$ cat config.mk
export PLATFORM = sky130hd
export DESIGN_NAME = onehot_to_binary_enc
export DESIGN_NICKNAME = d
export VERILOG_FILES = /design/src/rtl/onehot_to_binary_enc.sv
export SDC_FILE = /design/constraint.sdc
export NUM_CORES = 1
export LEC_CHECK = 0
export ABC_AREA = 1
export BUFFER_PORTS_ARGS = -buffer_cell sky130_fd_sc_hd__buf_2
export CORE_MARGIN = 1.5
export CORE_UTILIZATION = 52
export CTS_CLUSTER_DIAMETER = 50
export CTS_CLUSTER_SIZE = 12
export DETAILED_ROUTE_END_ITERATION = 7
export PLACE_DENSITY_LB_ADDON = 0.2
export SYNTH_ARGS = -nofsm -noshare
export SYNTH_HDL_FRONTEND = slang
export SYNTH_SLANG_ARGS = --single-unit
$ cat constraint.sdc
create_clock -name clk -period 1.7 [get_ports clk]
set_input_delay 0.085 -clock clk [delete_from_list [all_inputs] [get_ports clk]]
set_output_delay 0.085 -clock clk [all_outputs]
set_load 0.01 [all_outputs]
$ cat src/rtl/onehot_to_binary_enc.sv
// One-hot to binary encoder with strict one-hot checking, running counters and a
// 2-entry output buffer so a stalled consumer never backpressures combinationally.
module onehot_to_binary_enc #(
    parameter int unsigned WID        = 4,
    parameter int unsigned RESULT_WID = 16,
    parameter int unsigned CNT_WID    = 8
) (
    input  logic                  clk,
    input  logic                  rst,
    input  logic                  in_valid,
    output logic                  in_ready,
    input  logic [RESULT_WID-1:0] onehot_in,
    output logic                  out_valid,
    input  logic                  out_ready,
    output logic [WID-1:0]        bin_out,
    output logic                  out_err,
    output logic [CNT_WID-1:0]    word_count,
    output logic [CNT_WID-1:0]    err_count
);

    localparam int unsigned CNT_ENT_W = 2;

    logic [WID-1:0]        w_idx;
    logic                  w_zero;
    logic                  w_multi;
    logic                  w_err;
    logic                  w_accept;
    logic                  w_pop;
    logic [CNT_ENT_W-1:0]  w_count_nxt;
    logic [WID-1:0]        w_head_bin_nxt;
    logic                  w_head_err_nxt;
    logic [WID-1:0]        w_tail_bin_nxt;
    logic                  w_tail_err_nxt;

    logic [CNT_ENT_W-1:0]  r_count;
    logic [WID-1:0]        r_head_bin;
    logic                  r_head_err;
    logic [WID-1:0]        r_tail_bin;
    logic                  r_tail_err;
    logic                  r_in_ready;
    logic                  r_out_valid;
    logic [CNT_WID-1:0]    r_word_count;
    logic [CNT_WID-1:0]    r_err_count;

    // Lowest set bit wins; the downward scan leaves the lowest index last.
    always_comb begin
        w_idx = '0;
        for (int i = int'(RESULT_WID) - 1; i >= 0; i--) begin
            if (onehot_in[i]) begin
                w_idx = WID'(i);
            end
        end
    end

    // x & (x-1) clears the lowest set bit; anything left means two or more bits set.
    assign w_zero   = (onehot_in == '0);
    assign w_multi  = |(onehot_in & (onehot_in - RESULT_WID'(1)));
    assign w_err    = w_zero | w_multi;

    assign w_accept = in_valid & r_in_ready;
    assign w_pop    = r_out_valid & out_ready;

    // Buffer next state: head is always entry 0, tail only meaningful at count 2.
    always_comb begin
        w_count_nxt    = r_count;
        w_head_bin_nxt = r_head_bin;
        w_head_err_nxt = r_head_err;
        w_tail_bin_nxt = r_tail_bin;
        w_tail_err_nxt = r_tail_err;
        case (r_count)
            2'd0: begin
                if (w_accept) begin
                    w_head_bin_nxt = w_idx;
                    w_head_err_nxt = w_err;
                    w_count_nxt    = 2'd1;
                end
            end
            2'd1: begin
                if (w_accept && w_pop) begin
                    w_head_bin_nxt = w_idx;
                    w_head_err_nxt = w_err;
                end else if (w_accept) begin
                    w_tail_bin_nxt = w_idx;
                    w_tail_err_nxt = w_err;
                    w_count_nxt    = 2'd2;
                end else if (w_pop) begin
                    w_count_nxt    = 2'd0;
                end
            end
            default: begin
                if (w_pop) begin
                    w_head_bin_nxt = r_tail_bin;
                    w_head_err_nxt = r_tail_err;
                    w_count_nxt    = 2'd1;
                end
            end
        endcase
    end

    always_ff @(posedge clk) begin
        if (rst) begin
            r_count      <= '0;
            r_head_bin   <= '0;
            r_head_err   <= 1'b0;
            r_tail_bin   <= '0;
            r_tail_err   <= 1'b0;
            r_in_ready   <= 1'b1;
            r_out_valid  <= 1'b0;
            r_word_count <= '0;
            r_err_count  <= '0;
        end else begin
            r_count     <= w_count_nxt;
            r_head_bin  <= w_head_bin_nxt;
            r_head_err  <= w_head_err_nxt;
            r_tail_bin  <= w_tail_bin_nxt;
            r_tail_err  <= w_tail_err_nxt;
            r_in_ready  <= (w_count_nxt != 2'd2);
            r_out_valid <= (w_count_nxt != 2'd0);
            if (w_accept) begin
                r_word_count <= r_word_count + CNT_WID'(1);
                if (w_err && (r_err_count != {CNT_WID{1'b1}})) begin
                    r_err_count <= r_err_count + CNT_WID'(1);
                end
            end
        end
    end

    assign in_ready   = r_in_ready;
    assign out_valid  = r_out_valid;
    assign bin_out    = r_head_bin;
    assign out_err    = r_head_err;
    assign word_count = r_word_count;
    assign err_count  = r_err_count;

endmodule

Yosys cells after proc, flatten, opt, wreduce, memory -nomap -nowiden:

Cells that the tools add are included.

* input port bits: 20
* flip-flop bits (word level): 30

* mux-type cells: 30
* add/subtract/negate cells: 3
* bitwise gates (word level): 5
* reduce and logical (&&, ||, !) cells: 10
* eq/ne operators: 5

Operators by type and width (count)
* $mux 4: 19
* $add 8x1->8 const B: 2
* $and 16x16->16: 1
* $logic_not 16->1: 1
* $reduce_or 16->1: 1
* $sub 16x1->16 const B: 1
* $mux 2: 5
* $ne 8x8->1 const B: 1
* $pmux 4 s2: 1
* $ne 2x2->1 const B: 3
* $reduce_and 3->1: 2
* $pmux 2 s2: 1
* $mux 1: 3
* $reduce_bool 3->1: 1
* $and 1x1->1: 2
* $eq 2x1->1 const B: 1
* $logic_and 1x1->1: 2
* $logic_not 2->1: 1
* $pmux 1 s2: 1
* $reduce_and 2->1: 1
* $reduce_bool 2->1: 1
* $not 1->1: 1
* $or 1x1->1: 1

Logic depth before layout (Yosys ltp):

* depth after elaboration: 18
* gate-level depth with buffers: 19
* depth with buffers taken out: 19

Worst setup path before layout:

Ideal clock, no wire load.

* path type: reg2reg
* start point: register r_err_count[0] (netlist: err_count[0])
* end point: register r_err_count[7] (netlist: err_count[7])
* stages on the path, launching flop included: 11
* setup slack: 176 ps
* clock period less this slack: 1524 ps
* setup time: 62 ps
* arrival time: 1462 ps
* path buffers: 0
* path through: dfxtp_1 > ha_1 > nand4_1 > nor2_1 > a21oi_1 > nand2_4 > nor2_4 > nand2_1 > nand2_1 > clkinv_1 > nor2_2

* cells in the longest elaborated chain, start to end: 3
* elaborated cells on any way between the ends: 4

RTL lines
* from (decl): line 43 `logic [CNT_WID-1:0] r_err_count;`
* from (signal assigned): line 122 `r_err_count <= r_err_count + CNT_WID'(1);`
* parallel branches: the longest is 3 deep, another holds $add 8x1->8

Several ways; the timed one is not identified.
A chain may end at the register's enable or synchronous reset.

Worst setup path after layout:

Ends and elaborated chain as after synthesis.

==> impl_results.md <==
* Pwr/cell area at 743 nW/um^2
* Leading register cell type out of synthesis: dfxtp_1
* Synth Instances at 247
* Inst Count DP at 333
* DRT antenna net count at 0
* Arrival time worst endpoint at 1.80 ns
* Leak Pwr at 0.978 nW
* Vias in the first global route at 1,391
* Final min period at 1.54 ns
* Ys Warns at 0
* H-tree depth at 2
* VDD IR max at 0.530 mV
* CP most frequent cell: nand2_1
* GPL Wtd Cong at 0.820
* Post-synthesis mux area share at 0%
* Setup TNS at 0 ns
* Net count after synthesis at 269
* First-pass GRT wire length at 5790 microns
* Critical path capture point type: flip-flop
* Post-synthesis cell type count at 36
* Initial antenna violation count at 0
* Clk_skew at 0.00670 ns
* Largest net degree at the start of global routing at 20
* Nets at 318
* Num CTS Buffers at 5
* Layout cell share with drive strength beyond 1 at 27.7%
* HPWL Detailed at 2560 microns
* Compound-Gate Fraction of Synth Area at 18.3%
* GR Util All Layers at 21.4%
* Hold crit path type: input pin to flip-flop
* Synth Area in Simple Gates at 32.0%
* Top-Level Pins at 43
* WHS Path Cells at 3
* Vias at 1,643
* Critical-path cell list: ha_2, nand4_1, nor2_1, a21oi_2, nand2_4, nor2_4, nand2_1, nand2_1, clkinv_1, nor2_2
* DRC violations left at 0
* TritonCTS clock tree: yes
* Post-synth EDFFs at 0
* Worst hold endpoint: word_count[1]
* Hold_sp: in_valid
* CP Launch Type: flip-flop
* Crit-path slowest cell: dfxtp_2
* RSZ-0062 raised after global routing: no
* Critical Path RT at 1.97 ns
* R2R Setup Slk at 0.16 ns
* Die Y at 59.6 microns
* Post-Synth Adder-Cell Area at 1.50%
* DRT iter0 DRCs at 70
* Area occupied by multi-input gates at 902 sq um
* Detailed Routing Iterations Pass 1 at 4
* WHS at 0.0400 ns
* Final WS setup at 0.164 ns
* Mean routed wirelength per cell at 10.1 microns
* Sequential share of the synthesized area at 36.1%
* Max Fclk at 651 MHz
* Endpoints failing hold at 0
* WS Path Type: flip-flop to flip-flop
* Row count at 20
* Final WL at 3440 microns
* Fin crit share at 90.4%
* Synthesized area at 1670 sq um
* Register bit total from synthesis at 30
* Fillers at 302
* Clock Tree Root: clkbuf_4
* Synth Area in XOR/XNOR at 1.05%
* Max Cap Viol at 0
* Final Cell Area at 2000 sq um
* Register area at 602 sq um
* Layout area overhead at 20.0%
* Worst r2r dst: err_count[7]
* Placed inst area at 1930 sq um
* Clk sinks at 30
* Vias/cell at 4.83
* Diode count at 0
* Synthesized area per cell at 6.74 sq um
* Slew @ Worst Pin at 0.520 ns
* Core ar. at 3050 sq um
* PortBufs at 42
* DIE WIDTH at 59.6 microns
* CP peak stage delay at 0.35 ns
* Gr ovfl total at 0
* Place WS at 0.0975 ns
* Async SR Flop Fraction at 0%
* Die area at 3550 sq um
* Reg2reg start: err_count[0]
* Setup-failing EPs final at 0
* Main combinational cell family by area after synthesis: simple AND/OR/NAND/NOR gates
* Starting Density at 54.5%
* CTS Buffer Depth at 2
* Fin cells at 340
* Setup repair bufs after CTS at 0
* CTS clock-pin slew for the worst setup and hold paths at 0.08 ns
* Clock latency on the worst-skew pair at 0.32 ns
* Slew Limit Fails at 0
* R2R depth at 10
* Outcome: complete, no violations
* CP Max Fanout at 7
* Rel. slew slack at 65.3%
-- sequential cells by signal, summed over array words and instances, names as in the netlist --
signal,count
r_tail_bin,4
err_count,8
in_ready,1
bin_out,4
out_err,1
r_tail_err,1
out_valid,1
word_count,8
r_count,2
-- per-stage QoR --
step           util [%]  power [mW]
4_1_cts            64.7        1.49
5_1_grt            65.5        1.58
2_1_floorplan         -        1.00
3_5_place_dp       63.2        1.11
3_3_place_gp       63.2        1.11
6_report           65.5        1.49
-- cell families (layout without fill, tap and decap cells) --
| kind of cell | after synthesis | in the layout |
|---|---|---|
| flops | 30 | 30 |
| fa+ha+maj | 2 | 2 |
| simple gates | 112 | 112 |
| buf+inv | 46 | 95 |
| compound gates | 55 | 55 |
| xor+xnor | 2 | 2 |
-- cell usage in the layout, fill, tap and decap left out, types with 4 or more instances in the layout --
cell / synthesis / final
a21oi_1: 20 / 19
buf_2: 0 / 42
clkbuf_4: 0 / 5
dfxtp_1: 30 / 29
inv_1: 34 / 34
inv_2: 7 / 7
nand2_1: 51 / 50
nand2_2: 4 / 5
nand3_1: 4 / 4
nor2_1: 29 / 29
nor3_1: 5 / 4
o21ai_0: 22 / 22
-- critical path: cells and delay by family (launching register included) --
kind	cells	cell delay (ns)
AO/OA/AOI/OAI	1	0.18
flip-flops	1	0.35
buffers and inverters	1	0.06
adder cells (fa/ha/maj)	1	0.21
AND/OR/NAND/NOR	7	0.68
-- cells in the mapped netlist, types with 2 or more instances --
master / count / area [sq um]
o31ai_1: 3 / 22.5
inv_1: 34 / 128
nor2_2: 3 / 18.8
o21ai_0: 22 / 110
and3_1: 2 / 12.5
nor3_1: 5 / 25.0
o21ai_1: 3 / 15.0
nor2_1: 29 / 109
a31oi_1: 2 / 12.5
nand4_1: 2 / 12.5
inv_2: 7 / 26.3
nand2_1: 51 / 191
nand3_2: 2 / 20.0
dfxtp_1: 30 / 601
nand3_1: 4 / 20.0
nand2_4: 3 / 33.8
ha_1: 2 / 25.0
a21oi_1: 20 / 100
nor2_4: 3 / 33.8
nand2_2: 4 / 25.0
-- layout make-up --
| cell class | count | area share (%) |
|---|---|---|
| tap | 44 | 2.76 |
| sequential | 30 | 30.1 |
| inverter | 44 | 8.45 |
| multi-input combinational | 171 | 45.1 |
| clock buffer | 7 | 2.25 |
| timing repair buffer | 44 | 11.3 |
-- power by group --
part           leakage (nW)  internal (mW)  switching (mW)
combinational         0.707          0.126           0.198
sequential            0.245          0.755          0.0346
clock                0.0254          0.156           0.217
-- repair_timing --
action,4_1_cts,5_1_grt
hold buffers,0,0
setup endpoints to repair,0,7
gates resized for setup,0,6
-- layer usage --
layer  up-vias  global-route usage [%]  wire length (microns)
li1        887                       -                      -
met1       725                    28.8                   1810
met2        26                    32.7                   1470
met3         5                    8.08                    137
met4         0                    4.76                     34
met5         -                       0                      0
-- how the worst max path moves through the flow --
stage                               to         start
after CTS                 err_count[7]  err_count[0]
after floorplan           err_count[7]  err_count[0]
after global routing      err_count[7]  err_count[1]
after detailed placement  err_count[7]  err_count[0]
final                     err_count[7]  err_count[0]
after global placement    err_count[7]  err_count[0]
No activity file was read; power rests on OpenSTA's default activity.
